--- src/rtl/lab01_pkg.sv ---
// Shared definitions for the Lab01 tick/switch front end and the LED FSM behind it.
// Build option: DEBOUNCE_EN selects the debounce FSM in sw_debounce.
package lab01_pkg;

    localparam int unsigned DEF_CLK_HZ    = 125_000_000;
    localparam int unsigned DEF_TICK_HZ   = 1;
    localparam int unsigned DEF_PRESCALE  = DEF_CLK_HZ / DEF_TICK_HZ;
    localparam int unsigned DEF_DB_CYCLES = 1_250_000;
    localparam int unsigned SW_W          = 2;

    typedef enum logic {
        STABLE  = 1'b0,
        PENDING = 1'b1
    } db_state_e;

    typedef logic [SW_W-1:0] sw_mode_t;

    // Mode codes as seen by the LED FSM
    localparam sw_mode_t MODE_TRAFFIC = 2'b00;

endpackage

--- src/rtl/tick_sw_frontend_if.sv ---
// Switch/tick bundle between the board-facing front end and the LED FSM.
interface tick_sw_frontend_if;
    import lab01_pkg::*;

    sw_mode_t sw_raw;
    logic     tick;
    sw_mode_t sw_db;
    logic     sw_chg;

    modport master (output sw_raw, input tick, input sw_db, input sw_chg);
    modport slave  (input sw_raw, output tick, output sw_db, output sw_chg);

endinterface

--- src/rtl/sw_debounce.sv ---
// Two-flop synchroniser plus optional debounce FSM for a WIDTH-bit switch word.
// Build option: DEBOUNCE_EN (undefined = synchronise only, no stability window).
module sw_debounce
    import lab01_pkg::*;
#(
    parameter int unsigned WIDTH     = SW_W,
    parameter int unsigned DB_CYCLES = DEF_DB_CYCLES
) (
    input  logic             clk,
    input  logic             rst,
    input  logic [WIDTH-1:0] sw_raw,
    output logic [WIDTH-1:0] sw_db,
    output logic             sw_chg,
    output logic             upd_c
);

    if (DB_CYCLES < 1) begin : g_bad_db
        $error("sw_debounce: DB_CYCLES must be >= 1");
    end

    logic [WIDTH-1:0] s1;
    logic [WIDTH-1:0] s2;

    // Metastability guard; only s2 is consumed downstream
    always_ff @(posedge clk) begin
        if (!rst) begin
            s1 <= '0;
            s2 <= '0;
        end else begin
            s1 <= sw_raw;
            s2 <= s1;
        end
    end

`ifdef DEBOUNCE_EN
    localparam int unsigned CW = (DB_CYCLES > 1) ? $clog2(DB_CYCLES) : 1;

    db_state_e        state_q, state_d;
    logic [WIDTH-1:0] cand_q, cand_d;
    logic [WIDTH-1:0] db_d;
    logic [CW-1:0]    cnt_q, cnt_d;

    always_ff @(posedge clk) begin
        if (!rst) begin
            state_q <= STABLE;
            cand_q  <= '0;
            cnt_q   <= '0;
            sw_db   <= '0;
            sw_chg  <= 1'b0;
        end else begin
            state_q <= state_d;
            cand_q  <= cand_d;
            cnt_q   <= cnt_d;
            sw_db   <= db_d;
            sw_chg  <= upd_c;
        end
    end

    // Candidate must be seen DB_CYCLES+1 times in a row before it is accepted
    always_comb begin
        state_d = state_q;
        cand_d  = cand_q;
        cnt_d   = cnt_q;
        db_d    = sw_db;
        upd_c   = 1'b0;
        case (state_q)
            STABLE: begin
                if (s2 != sw_db) begin
                    state_d = PENDING;
                    cand_d  = s2;
                    cnt_d   = '0;
                end
            end
            PENDING: begin
                if (s2 == sw_db) begin
                    state_d = STABLE;
                end else if (s2 != cand_q) begin
                    cand_d = s2;
                    cnt_d  = '0;
                end else if (cnt_q == CW'(DB_CYCLES - 1)) begin
                    db_d    = cand_q;
                    upd_c   = 1'b1;
                    state_d = STABLE;
                end else begin
                    cnt_d = cnt_q + CW'(1);
                end
            end
            default: state_d = STABLE;
        endcase
    end
`else
    assign upd_c = (s2 != sw_db);

    always_ff @(posedge clk) begin
        if (!rst) begin
            sw_db  <= '0;
            sw_chg <= 1'b0;
        end else begin
            sw_db  <= s2;
            sw_chg <= upd_c;
        end
    end
`endif

endmodule

--- src/rtl/tick_sw_frontend.sv ---
// Lab01 front end: prescaled FSM step tick plus cleaned-up slide switch mode bits.
// Build option: DEBOUNCE_EN enables the switch debounce window.
module tick_sw_frontend
    import lab01_pkg::*;
#(
    parameter int unsigned CLK_HZ    = DEF_CLK_HZ,
    parameter int unsigned TICK_HZ   = DEF_TICK_HZ,
    parameter int unsigned DB_CYCLES = DEF_DB_CYCLES
) (
    input  logic               clk,
    input  logic               rst,
    tick_sw_frontend_if.slave  bus
);

    localparam int unsigned PRESCALE = CLK_HZ / TICK_HZ;
    localparam int unsigned PCW      = $clog2(PRESCALE);

    if (PRESCALE < 2) begin : g_bad_prescale
        $error("tick_sw_frontend: CLK_HZ/TICK_HZ must be >= 2");
    end

    logic           upd_c;
    logic [PCW-1:0] pre_cnt;
    logic           tick_q;

    sw_debounce #(
        .WIDTH     (SW_W),
        .DB_CYCLES (DB_CYCLES)
    ) u_sw_debounce (
        .clk    (clk),
        .rst    (rst),
        .sw_raw (bus.sw_raw),
        .sw_db  (bus.sw_db),
        .sw_chg (bus.sw_chg),
        .upd_c  (upd_c)
    );

    // A mode change restarts the period and swallows a tick landing on the same edge
    always_ff @(posedge clk) begin
        if (!rst) begin
            pre_cnt <= '0;
            tick_q  <= 1'b0;
        end else if (upd_c) begin
            pre_cnt <= '0;
            tick_q  <= 1'b0;
        end else begin
            tick_q  <= (pre_cnt == PCW'(PRESCALE - 1));
            pre_cnt <= (pre_cnt == PCW'(PRESCALE - 1)) ? '0 : pre_cnt + PCW'(1);
        end
    end

    assign bus.tick = tick_q;

endmodule

--- src/flat_wrapper.sv ---
// flat-port wrapper written by rule: the top's interface ports become plain ports
module tick_sw_frontend_flat import lab01_pkg::*;
#(
    parameter int unsigned CLK_HZ    = DEF_CLK_HZ,
    parameter int unsigned TICK_HZ   = DEF_TICK_HZ,
    parameter int unsigned DB_CYCLES = DEF_DB_CYCLES
)
  (clk, rst, bus_sw_raw, bus_tick, bus_sw_db, bus_sw_chg);
  tick_sw_frontend_if bus_i ();
  input  logic clk;
  input  logic rst;
  input wire logic [$bits(bus_i.sw_raw)-1:0] bus_sw_raw;
  output wire logic [$bits(bus_i.tick)-1:0] bus_tick;
  output wire logic [$bits(bus_i.sw_db)-1:0] bus_sw_db;
  output wire logic [$bits(bus_i.sw_chg)-1:0] bus_sw_chg;
  assign bus_i.sw_raw = bus_sw_raw;
  assign bus_tick = bus_i.tick;
  assign bus_sw_db = bus_i.sw_db;
  assign bus_sw_chg = bus_i.sw_chg;
  tick_sw_frontend #(.CLK_HZ(CLK_HZ), .TICK_HZ(TICK_HZ), .DB_CYCLES(DB_CYCLES)) u_core (.clk(clk), .rst(rst), .bus(bus_i));
endmodule
--- config.mk ---
export PLATFORM = sky130hd
export DESIGN_NAME = tick_sw_frontend_flat
export DESIGN_NICKNAME = d
export VERILOG_FILES = /design/src/rtl/lab01_pkg.sv /design/src/rtl/tick_sw_frontend_if.sv /design/src/rtl/sw_debounce.sv /design/src/rtl/tick_sw_frontend.sv /design/src/flat_wrapper.sv
export SDC_FILE = /design/constraint.sdc
export NUM_CORES = 1
export LEC_CHECK = 0
export BUFFER_PORTS_ARGS = -buffer_cell sky130_fd_sc_hd__buf_2
export CORE_MARGIN = 5
export CORE_UTILIZATION = 50
export CTS_BUF_LIST = sky130_fd_sc_hd__clkbuf_8 sky130_fd_sc_hd__clkbuf_16
export DETAILED_ROUTE_END_ITERATION = 7
export PLACE_DENSITY_LB_ADDON = 0.1
export SLEW_MARGIN = 0
export SYNTH_ARGS = -nofsm -noshare
export SYNTH_HDL_FRONTEND = slang
export SYNTH_HIERARCHICAL = 1
export SYNTH_SLANG_ARGS = --single-unit
--- constraint.sdc ---
create_clock -name clk -period 2.1 [get_ports clk]
set_input_delay 0.105 -clock clk [delete_from_list [all_inputs] [get_ports clk]]
set_output_delay 0.105 -clock clk [all_outputs]
set_load 0.03 [all_outputs]
* Yosys cells after proc, flatten, opt, wreduce, memory -nomap -nowiden
Cells that the tools add are included.
** Storage, ports and cells
- Register bits after elaboration :: 35
- Bits of input ports :: 4
- Output and inout bits :: 4
- Logic and storage cells :: 12
** Cells by class
- Add/sub/neg operators :: 1
- Equality and inequality tests :: 2
- Bitwise gates (word level) :: 1
- Reductions and logical operators :: 2
** Operators with widths (number)
- adder 27 x 1 -> 27 bit, second input constant :: 1
- == test 27 bit, second input constant :: 1
- OR reduction 3 bit :: 1
- inequality test 2 bit :: 1
- OR reduction 2 bit :: 1
- inverter 1 bit :: 1

* Depth between registers and ports, before layout
Gate-level depths: netlist of run 1.
- Depth in word-level cells :: 2
- Mapped depth :: 7
- Depth with buffers taken out :: 5

* Cells and area by module
The synthesis of run 1 kept the hierarchy.
** By module, submodules not included
- tick_sw_frontend :: times used 1, cells an instance 150, area each 1333.8 µm², sequential area each 560.5 µm²
- sw_debounce :: times used 1, cells an instance 17, area each 207.7 µm², sequential area each 140.1 µm²

* Worst setup path after synthesis of run 1
Ideal clock, no wire load.
- Path kind :: register to register
- Start :: register u_core.pre_cnt[0]
- End :: register u_core.pre_cnt[22]
- Setup time :: 0.066 ns
- Data arrival time :: 1.786 ns
- Data required time :: 2.034 ns
- Setup slack :: 0.248 ns
- Cell stages (with the launch flop) :: 7
- Buffers on the path :: 1
- Period minus slack after synthesis :: 1.852 ns
- Cells stage by stage :: dfxtp_1 -> ha_1 -> nand3_1 -> or4_1 -> buf_2 -> or3_1 -> a21oi_2
** Between the ends
- Word-level cells in the longest chain between the ends :: 2
- Elaborated cells between the ends (all ways) :: 3
- Those cells by class :: 1 x add/sub; 1 x eq/ne; 1 x reduce/logical
** Ends and longest elaborated chain
- start, declared :: line tick_sw_frontend.sv:23 : logic [PCW-1:0] pre_cnt;
- start signal, assigned :: line tick_sw_frontend.sv:48 : pre_cnt <= (pre_cnt == PCW'(PRESCALE - 1)) ? '0 : pre_cnt + PCW'(1);
- parallel branches: the longest is 2 deep, another holds adder 27 x 1 -> 27 bit
Several ways; the timed one is not identified.
A chain may end at the register's enable or synchronous reset.

* Worst setup path in the final report of run 1
- Start :: register u_core.pre_cnt[23]
- End :: register u_core.pre_cnt[13]
** Between the ends
- Word-level cells in the longest chain between the ends :: 2
** Ends and longest elaborated chain (line)
- == test 27 bit :: tick_sw_frontend.sv:48
- OR reduction 3 bit (no line)
No other way between the ends.

==> flow_metrics.tcl, run 1 <==
set metrics [dict create \
    data_arrival_time_of_the_critical_path_ns 2.10 \
    setup_tns_ns 0 \
    grt_max_degree 16 \
    gr-total-overflow 0 \
    hpwl_after_detailed_placement_um 2102 \
    antenna-diode-count 0 \
    synth_cells 167 \
    area.growth.synth_to_final_pct 11.36 \
    irDropWorstVdd_uv 456.9 \
    die_span_y_um 65.53 \
    run_status "completed" \
    power.share.clock_pct 45.0 \
    final_min_period_over_clock_period_pct 91.81 \
    gr_util_met3_pct 5.812 \
    power_frac_seq_pct 51.4 \
    timing.final.crit_period_ns 1.928 \
    critPathSlowestCell "sky130_fd_sc_hd__or4b_2" \
    power.leakage_nw 0.6267 \
    postLayoutCoreUtil_pct 57.17 \
    use_met2_pct 26.30 \
    wl_um 2914 \
    power.share.combinational_pct 3.7 \
    cap_viol_max_count 0 \
    total_switching_power_mw 0.2766 \
    cts-htree-levels 2 \
    port_buffers 7 \
    synth.cell_area_um2 1541 \
    worstPathRequired_ns 2.28 \
    standard_cell_core_area_um2 3003 \
    global_route.usage.met1_pct 16.86 \
    drcViolationCount 0 \
    tritoncts "done" \
    number_of_buffers_inserted_during_clock_tree_synthesis 5 \
    sequential_fraction_of_the_synthesis_area_pct 45.45 \
    cpPeakStageDelay_ns 0.69 \
    clock_slew_at_the_register_clock_pins_of_the_worst_setup_and_hold_paths_ns 0.07 \
    timing_worst_setup_path_type "flip-flop to flip-flop" \
    cts_root_buffer "sky130_fd_sc_hd__clkbuf_8" \
    routed_wire_length_per_instance_um 13.75 \
    fmaxAchievable_ghz 0.5187 \
    cellInternalPower_mw 1.046 \
    vias 1263 \
    number_of_unique_standard_cell_types_used_by_synthesis 35 \
    cp_cell_sequence "or4b_2 -> nor4_2 -> a31o_2 -> buf_4 -> nor2_1" \
    reg2reg_depth 5 \
    length_of_the_first_detailed_routing_pass_in_iterations 4 \
    ports_placed_on_the_boundary 8 \
    vias_in_the_first_global_route 1195 \
    yosysWarningCount 6 \
    total_global_route_track_usage_pct 15.49 \
    worst_hold_path_type "input port to flip-flop" \
    drive_gt1_share_pct 17.88 \
    route.antenna.remaining_nets 0 \
    global_route.peak_usage_layer "met2" \
    timing.final.setup_violations 0 \
    final-max-slew-violation-count 0 \
    initial_core_util_pct 51.33 \
    worst_setup_path_start_kind "flip-flop" \
    rows 20 \
    ctsHoldBuffers 0 \
    synth_area_per_cell_um2 9.230 \
    fin_worst_skew_ns 0.005288 \
    avgViaCountPerCell 5.958 \
    ys_ff_latch 35 \
    setup_repair_after_global_routing_missed_its_margin "false" \
    final_hold_viol_count 0 \
    grt_pass1_wl_um 5057 \
    timing_worst_slew_pin_value_ns 0.2604 \
    dieArea_um2 4294 \
    floorplan.die.width_um 65.53 \
    place_congestion 0.8194 \
    nNetsFinal 183 \
    hold-path-cell-count 2 \
    end_kind "flip-flop" \
    power.density_cell_area_nw_per_um2 770.4 \
    slew_headroom_pct 82.49 \
    cts_buffer_depth 2 \
    postSynthNetCount 172 \
    dr.first_iter.drc_count 89 \
    power_switching_share_pct 20.91 \
    cts.sink_count 35 \
    antenna_violations_before_repair 0 \
    critical_path.max_fanout 15 \
    clkLatencyLatePin_ns 0.29 \
]
-- power groups by stage --
stage | Sequential [mW] | Clock (mW) | Combinational [mW]
after floorplan | 0.699 | 0 | 0.0353
final | 0.680 | 0.595 | 0.0484
after detailed placement | 0.695 | 0 | 0.0485
after global placement | 0.694 | 0 | 0.0478
after global routing | 0.681 | 0.655 | 0.0530
after CTS | 0.679 | 0.616 | 0.0489
-- metrics by stage --
stage,instance area (um^2),worst slack (ns),hold slack (ns),total power [mW],std cells
2_1_floorplan,1541,0.2478,0.2267,0.7340,167
4_1_cts,1713,0.09421,0.01294,1.345,212
3_5_place_dp,1600,0.1108,0.3186,0.7435,204
5_1_grt,1717,0.06930,0.007904,1.389,212
6_report,1717,0.1720,0.02362,1.322,212
3_3_place_gp,1600,0.1562,0.3104,0.7420,204
-- per-layer routing --
layer | routed length, um | vias up
met5 | 0 | -
met4 | 53 | 0
met3 | 103 | 6
met2 | 1457 | 21
met1 | 1300 | 613
li1 | - | 623
-- cell usage in the layout (no fill, tap or decap), types with 4 or more instances in the layout --
master                     instances
sky130_fd_sc_hd__a21oi_1          10
sky130_fd_sc_hd__and2_1            7
sky130_fd_sc_hd__and3_1            6
sky130_fd_sc_hd__and4_1            4
sky130_fd_sc_hd__buf_2             7
sky130_fd_sc_hd__buf_4             4
sky130_fd_sc_hd__clkbuf_8          5
sky130_fd_sc_hd__dfxtp_1          35
sky130_fd_sc_hd__nand2_1           7
sky130_fd_sc_hd__nand3_1           9
sky130_fd_sc_hd__nand4_1           9
sky130_fd_sc_hd__nor2_1           17
sky130_fd_sc_hd__o21ai_0           7
sky130_fd_sc_hd__or3_1             7
sky130_fd_sc_hd__xnor2_1           6
sky130_fd_sc_hd__xor2_1            9
-- path summary, 6_finish.rpt --
kind	start	endpoint	slack (ns)
worst max-delay path	u_core/pre_cnt[23]	u_core/pre_cnt[13]	0.17
worst min-delay path	bus_sw_raw[1]	u_core/u_sw_debounce/s1[1]	0.02
worst max register to register	u_core/pre_cnt[23]	u_core/pre_cnt[13]	0.17
worst min register to register	u_core/u_sw_debounce/s1[0]	u_core/u_sw_debounce/s2[0]	0.43
-- cell type report --
type                       count  area, um^2
timing repair buffer          11       65.06
sequential                    35       700.7
inverter                       3       11.26
fill                         285        1286
multi-input combinational    122       785.8
clock inverter                 3       43.79
clock buffer                   5       68.82
tap                           33       41.29
-- state kept, by name, indices dropped and copies added (netlist names) --
register,flops
u_core/u_sw_debounce/sw_chg,1
u_core/u_sw_debounce/s2,2
u_core/bus.tick,1
u_core/pre_cnt,27
u_core/u_sw_debounce/sw_db,2
u_core/u_sw_debounce/s1,2
-- worst max-delay path, delay by kind of cell, from the launching register on --
kind            cells  cell delay [ns]
simple gates        3             0.97
flops               1             0.35
compound gates      1             0.27
buf+inv             1             0.23
-- kinds of logic (layout without fill, tap and decap cells) --
logic type	count (synthesis)	count (layout)	share of synthesized area [%]
xor gates and xnor gates	15	15	8.523
buffers and inverters	10	22	3.815
DFF	35	35	45.45
adders and majority gates	1	1	0.8116
AOI/OAI and AO/OA	26	26	10.23
and+or+nand+nor	80	80	31.17
-- repair_timing --
action / in CTS / in global routing
hold endpoints to repair: 0 / 0
gates resized for setup: 0 / 1
setup endpoints to repair: 0 / 1
buffers inserted: 0 / 0
-- Yosys cell counts (all sizes together) --
| cell type | number | area share, % |
|---|---|---|
| and2 | 8 | 3.3 |
| and4 | 5 | 2.9 |
| and3 | 7 | 2.9 |
| buf | 5 | 2.6 |
| o31ai | 3 | 1.5 |
| o21ba | 1 | 0.65 |
| or4b | 1 | 0.65 |
| nor4 | 1 | 0.81 |
| a21oi | 11 | 3.8 |
| a21boi | 1 | 0.49 |
| nor2 | 17 | 4.1 |
| a31o | 2 | 1.1 |
| a31oi | 1 | 0.41 |
| xor2 | 9 | 5.1 |
| nand4 | 11 | 5.3 |
| xnor2 | 6 | 3.4 |
| clkbuf | 2 | 0.49 |
| ha | 1 | 0.81 |
| or4 | 5 | 2.5 |
| o21ai | 7 | 2.3 |
| nand2b | 1 | 0.41 |
| inv | 3 | 0.73 |
| nand3 | 9 | 2.9 |
| dfxtp | 35 | 45 |
| or4bb | 1 | 0.73 |
| nand2 | 7 | 1.7 |
| or3 | 7 | 2.8 |
Note: power is estimated with default switching activity, not from simulation.
==> run 2: changes to the inputs <==
--- a/config.mk
+++ b/config.mk
@@ -5,13 +5,12 @@
 export SDC_FILE = /design/constraint.sdc
 export NUM_CORES = 1
 export LEC_CHECK = 0
-export BUFFER_PORTS_ARGS = -buffer_cell sky130_fd_sc_hd__buf_2
-export CORE_MARGIN = 5
 export CORE_UTILIZATION = 50
 export CTS_BUF_LIST = sky130_fd_sc_hd__clkbuf_8 sky130_fd_sc_hd__clkbuf_16
 export DETAILED_ROUTE_END_ITERATION = 7
+export DONT_BUFFER_PORTS = 1
 export PLACE_DENSITY_LB_ADDON = 0.1
-export SLEW_MARGIN = 0
+export SLEW_MARGIN = 20
 export SYNTH_ARGS = -nofsm -noshare
 export SYNTH_HDL_FRONTEND = slang
 export SYNTH_HIERARCHICAL = 1
==> run 2 against run 1 <==
Compared with the run above: flip-flop and latch count did not move; die area fell by 23%; total power is 4.9% lower; maximum frequency rose by 0.40%; hold slack lost 0.012 ns; utilization grew 3.1 points; global-route usage grew 6.2 points; clock power down 11%; sequential power is essentially flat; sequential share of layout area increased by 0.30 points; final cell count is 2.4% lower; clock skew increased by 0.0015 ns; highest routed layer unchanged.
==> flow_metrics.tcl, run 2 (synthesized netlist as in run 1, its figures left out) <==
set metrics [dict create \
    setup_tns_ns 0 \
    dr.first_iter.drc_count 26 \
    cts_root_buffer "sky130_fd_sc_hd__clkbuf_8" \
    end_kind "flip-flop" \
    drive_gt1_share_pct 14.20 \
    clock_slew_at_the_register_clock_pins_of_the_worst_setup_and_hold_paths_ns 0.07 \
    route.antenna.remaining_nets 0 \
    total_global_route_track_usage_pct 21.71 \
    worstSetupStartpoint "u_core/pre_cnt[6]" \
    cp_cell_sequence "or4b_2 -> nor4_2 -> a31o_2 -> buf_4 -> nor2_1" \
    wl_um 3014 \
    number_of_buffers_inserted_during_clock_tree_synthesis 5 \
    fin_worst_skew_ns 0.006757 \
    area.growth.synth_to_final_pct 10.55 \
    antenna-diode-count 0 \
    antenna_violations_before_repair 0 \
    place_congestion 0.8060 \
    final_cell_mix "sky130_fd_sc_hd__dfxtp_1, sky130_fd_sc_hd__nor2_1, sky130_fd_sc_hd__a21oi_1" \
    vias_in_the_first_global_route 1257 \
    worst_hold_path_type "input port to flip-flop" \
    slew_headroom_pct 79.76 \
    drcViolationCount 0 \
    dieArea_um2 3309 \
    routed_wire_length_per_instance_um 14.56 \
    timing.final.crit_period_ns 1.920 \
    filler_cell_count 252 \
    cp_num_buf_inv 1 \
    power.leakage_nw 0.6102 \
    die_span_y_um 57.53 \
    grt_max_degree 17 \
    initial_core_util_pct 54.49 \
    regToRegEndpoint "u_core/pre_cnt[10]" \
    timing_worst_slew_pin_value_ns 0.3010 \
    run_status "completed" \
    cts_setup_buffers 0 \
    largest_register_ff_count 27 \
    reg_to_reg_critical_path_startpoint "u_core/pre_cnt[6]" \
    cts_buffer_depth 2 \
    final-max-slew-violation-count 0 \
    worstPathRequired_ns 2.28 \
    rows 19 \
    setup_repair_after_global_routing_missed_its_margin "false" \
    fmaxAchievable_ghz 0.5208 \
    worstSetupPathDepth 5 \
    critical_path.endpoint "u_core/pre_cnt[10]" \
    grt_pass1_wl_um 5319 \
    regArea_um2 700.7 \
    nNetsFinal 180 \
    power.density_cell_area_nw_per_um2 738.0 \
    avgViaCountPerCell 5.913 \
    final_common_cell "sky130_fd_sc_hd__dfxtp_1" \
    cts-htree-levels 2 \
    registers.top_by_ff_count "u_core/pre_cnt" \
    clkLatencyLatePin_ns 0.29 \
    cap_viol_max_count 0 \
    postLayoutCellArea_um2 1704 \
    irDropWorstVdd_uv 633.3 \
    data_arrival_time_of_the_critical_path_ns 2.10 \
    worst_setup_path_start_kind "flip-flop" \
    floorplan.die.width_um 57.53 \
    finalPower_mw 1.258 \
    length_of_the_first_detailed_routing_pass_in_iterations 4 \
    critPathSlowestCell "sky130_fd_sc_hd__or4b_2" \
    vias 1224 \
    cpPeakStageDelay_ns 0.66 \
    cts.sink_count 35 \
    port_buffers 0 \
    hpwl_after_detailed_placement_um 2066 \
    worst-r2r-setup-slack_ns 0.18 \
    final_min_period_over_clock_period_pct 91.44 \
    hold-path-cell-count 2 \
    final_hold_viol_count 0 \
    timing_worst_setup_path_type "flip-flop to flip-flop" \
    critical_path.max_fanout 16 \
    multi_input_comb_area_um2 785.8 \
    tritoncts "done" \
    post_dp_cell_area_um2 1570 \
    ports_placed_on_the_boundary 8 \
    reg2reg_depth 5 \
    standard_cell_core_area_um2 2829 \
    gr-total-overflow 0 \
    timing.final.setup_violations 0 \
    worst_path_dominant_cell_family "simple AND/OR/NAND/NOR gates" \
]
[run 2: changes by cell type in the layout (fill, tap and decap cells not counted)]
cell	previous run	this run
sky130_fd_sc_hd__clkbuf_8	5	7
sky130_fd_sc_hd__buf_4	4	5
sky130_fd_sc_hd__buf_2	7	0
sky130_fd_sc_hd__inv_1	3	4
sky130_fd_sc_hd__clkinv_4	1	0
sky130_fd_sc_hd__dlygate4sd3_1	0	3
sky130_fd_sc_hd__clkinv_2	1	0
sky130_fd_sc_hd__bufinv_16	1	0
[run 2: area by class of cell]
type                       count  area share, %
timing repair buffer           8          3.965
sequential                    35          41.12
clock buffer                   7          5.653
clock inverter                 1         0.2203
tap                           31          2.276
inverter                       3         0.6608
multi-input combinational    122          46.11
[run 2: timing repair]
action,CTS,global route
resized for setup,0,1
hold endpoints to repair,7,0
hold buffers,3,0
endpoints found under the setup margin,0,1
[run 2: worst min-delay path by stage]
stage | to | slack (ns) | startpoint
after floorplan | u_core/u_sw_debounce/s1[0] | 0.23 | rst
after global placement | u_core/u_sw_debounce/sw_db[1] | 0.23 | rst
after detailed placement | u_core/u_sw_debounce/s1[0] | 0.23 | rst
after CTS | u_core/pre_cnt[4] | 0.006 | rst
after global routing | u_core/pre_cnt[4] | 0.02 | rst
final | u_core/pre_cnt[4] | 0.01 | rst
[run 2: metrics by stage]
step / hold slack [ns] / instances / setup slack [ns] / util [%]
floorplan: 0.2267 / 167 / 0.2478 / -
global placement: 0.2275 / 196 / 0.1891 / 55.51
detailed placement: 0.2314 / 196 / 0.1184 / 55.51
CTS: 0.005770 / 207 / 0.1050 / 60.11
global route: 0.01780 / 207 / 0.06759 / 60.24
finish: 0.01211 / 207 / 0.1797 / 60.24
[run 2: power by group]
part / total [mW] / internal [mW] / switching, mW
clock network: 0.529 / 0.294 / 0.234
registers: 0.683 / 0.674 / 0.00872
logic: 0.0462 / 0.0206 / 0.0256
total: 1.26 / 0.989 / 0.269
[run 2: routing by layer]
metal	vias to the layer above	track usage (%)	wire length, um
met3	5	7.937	160
met2	24	34.22	1424
met5	-	0	0
li1	620	-	-
met4	0	14.63	78
met1	575	24.47	1350
==> run 3: changes to the inputs <==
--- a/config.mk
+++ b/config.mk
@@ -5,10 +5,12 @@
 export SDC_FILE = /design/constraint.sdc
 export NUM_CORES = 1
 export LEC_CHECK = 0
+export CORE_MARGIN = 2
 export CORE_UTILIZATION = 50
 export CTS_BUF_LIST = sky130_fd_sc_hd__clkbuf_8 sky130_fd_sc_hd__clkbuf_16
 export DETAILED_ROUTE_END_ITERATION = 7
 export DONT_BUFFER_PORTS = 1
+export GPL_TIMING_DRIVEN = 0
 export PLACE_DENSITY_LB_ADDON = 0.1
 export SLEW_MARGIN = 20
 export SYNTH_ARGS = -nofsm -noshare
==> run 3 against run 2 <==
Compared with the run above: sequential share of layout area up 0.073 points; total power shrank 4.9%; largest power group unchanged; critical endpoint is now u_core/pre_cnt[22]; cell area is the same.
==> flow_metrics.tcl, run 3 (synthesized netlist as in run 1, its figures left out) <==
set metrics [dict create \
    avgViaCountPerCell 5.758 \
    timing_worst_setup_path_type "flip-flop to flip-flop" \
    routed_wire_length_per_instance_um 13.81 \
    initial_core_util_pct 51.33 \
    drive_gt1_share_pct 14.61 \
    drcViolationCount 0 \
    worstSetupStartpoint "u_core/pre_cnt[0]" \
    wl_um 2914 \
    nNetsFinal 182 \
    die_span_y_um 59.53 \
    antenna_violations_before_repair 0 \
    worst_setup_path_start_kind "flip-flop" \
    final-max-slew-violation-count 0 \
    filler_cell_count 266 \
    grt_max_degree 12 \
    tritoncts "done" \
    slew_headroom_pct 76.84 \
    area.growth.synth_to_final_pct 10.55 \
    vias 1215 \
    standard_cell_core_area_um2 3003 \
    end_kind "flip-flop" \
    timing.hold.worst.start "rst" \
    cts_buffer_depth 2 \
    fmaxAchievable_ghz 0.5097 \
    clock_slew_at_the_register_clock_pins_of_the_worst_setup_and_hold_paths_ns 0.07 \
    port_buffers 0 \
    worstPathRequired_ns 2.33 \
    antenna-diode-count 0 \
    length_of_the_first_detailed_routing_pass_in_iterations 4 \
    rows 20 \
    clkLatencyLatePin_ns 0.29 \
    dpl.cell_count 200 \
    setup_repair_after_global_routing_missed_its_margin "false" \
    dieArea_um2 3543 \
    data_arrival_time_of_the_critical_path_ns 2.19 \
    cap_viol_max_count 0 \
    worst-r2r-setup-slack_ns 0.14 \
    regToRegEndpoint "u_core/pre_cnt[22]" \
    postLayoutCoreUtil_pct 56.75 \
    dr.first_iter.drc_count 71 \
    final_common_cell "sky130_fd_sc_hd__dfxtp_1" \
    fin_worst_skew_ns 0.005016 \
    cts.sink_count 35 \
    run_status "completed" \
    largest_register_ff_count 27 \
    cts-htree-levels 2 \
    registers.top_by_ff_count "u_core/pre_cnt" \
    timing_worst_slew_pin_value_ns 0.3469 \
    hpwl_after_detailed_placement_um 2061 \
    finalHoldWorstSlack_ns 0.01146 \
    setup_tns_ns 0 \
    number_of_buffers_inserted_during_clock_tree_synthesis 5 \
    timing.final.setup_violations 0 \
    gr-total-overflow 0 \
    floorplan.die.width_um 59.53 \
    irDropWorstVdd_uv 440.0 \
    reg2reg_depth 6 \
    cts_setup_buffers 0 \
    final_hold_viol_count 0 \
    place_congestion 0.8439 \
    timing.final.crit_period_ns 1.962 \
    ports_placed_on_the_boundary 8 \
    final_min_period_over_clock_period_pct 93.42 \
    cts_root_buffer "sky130_fd_sc_hd__clkbuf_8" \
    critical_path.endpoint "u_core/pre_cnt[22]" \
    grt_pass1_wl_um 4919 \
    power.leakage_nw 0.6002 \
    reg_to_reg_critical_path_startpoint "u_core/pre_cnt[0]" \
    route.antenna.remaining_nets 0 \
    worst_hold_path_type "input port to flip-flop" \
    power.density_cell_area_nw_per_um2 701.8 \
    total_global_route_track_usage_pct 18.82 \
    final_cells 211 \
    vias_in_the_first_global_route 1086 \
    final_cell_mix "sky130_fd_sc_hd__dfxtp_1, sky130_fd_sc_hd__nor2_1, sky130_fd_sc_hd__a21oi_1" \
    critical_path.max_fanout 7 \
    finalPower_mw 1.196 \
]
## run 3: cell types whose count changed in the layout (fill, tap and decap cells not counted)
cell                         before  now
sky130_fd_sc_hd__dfxtp_2          0    1
sky130_fd_sc_hd__or4_1            3    4
sky130_fd_sc_hd__clkbuf_1         0    2
sky130_fd_sc_hd__clkinvlp_4       0    1
sky130_fd_sc_hd__or4_4            1    0
sky130_fd_sc_hd__clkbuf_8         7    5
sky130_fd_sc_hd__nand3_2          0    1
sky130_fd_sc_hd__buf_6            0    2
sky130_fd_sc_hd__nand3_1          9    8
sky130_fd_sc_hd__dfxtp_1         35   34
sky130_fd_sc_hd__buf_2            0    2
sky130_fd_sc_hd__buf_4            5    1
sky130_fd_sc_hd__clkinv_2         0    1
## run 3: final cells by class
type | count | area, um^2 | share of cell area, %
multi-input cells | 122 | 787.0 | 46.18
flip-flops and latches | 35 | 701.9 | 41.19
clock buffers | 5 | 68.82 | 4.038
plain buffers | 7 | 47.55 | 2.790
well taps | 33 | 41.29 | 2.423
repair buffers | 3 | 30.03 | 1.762
clock inverters | 3 | 16.27 | 0.9545
inverters | 3 | 11.26 | 0.6608
## run 3: report_power, final
| part | internal [mW] | switching [mW] | leakage [nW] |
|---|---|---|---|
| logic | 0.0234 | 0.0262 | 0.271 |
| clock network | 0.226 | 0.235 | 0.0453 |
| registers | 0.674 | 0.0107 | 0.284 |
## run 3: worst min-delay path by stage
stage	to	depth (start not counted)
6_report	u_core/pre_cnt[4]	2
3_5_place_dp	u_core/u_sw_debounce/s1[0]	1
4_1_cts	u_core/pre_cnt[4]	2
5_1_grt	u_core/bus.tick	2
2_1_floorplan	u_core/u_sw_debounce/s1[0]	1
3_3_place_gp	u_core/u_sw_debounce/s1[1]	1
## run 3: timing repair
action                                  4_1_cts  5_1_grt
endpoints found under the setup margin        0        5
endpoints found under the hold margin         7        0
hold buffers                                  3        0
gates resized for setup                       0        2
## run 3: metal layers
metal,track usage [%],vias up,part of all wire (%)
met3,5.895,5,2.9
met4,7.619,0,1.6
li1,-,623,-
met2,28.57,9,47
met5,0,-,0
met1,24.76,578,49
## run 3: critical path: stages, from the launching register on
cell	delay, ns
sky130_fd_sc_hd__dfxtp_1	0.36
sky130_fd_sc_hd__ha_1	0.23
sky130_fd_sc_hd__nand3_2	0.12
sky130_fd_sc_hd__or4_1	0.52
sky130_fd_sc_hd__buf_2	0.17
sky130_fd_sc_hd__or3_1	0.36
sky130_fd_sc_hd__a21oi_2	0.13
## run 3: through the flow
| step | setup slack, ns | area [um^2] |
|---|---|---|
| final | 0.1383 | 1704 |
| after global routing | 0.009532 | 1704 |
| after CTS | 0.09347 | 1698 |
| after detailed placement | 0.1086 | 1583 |
| after global placement | 0.1192 | 1583 |
| after floorplan | 0.2478 | 1541 |
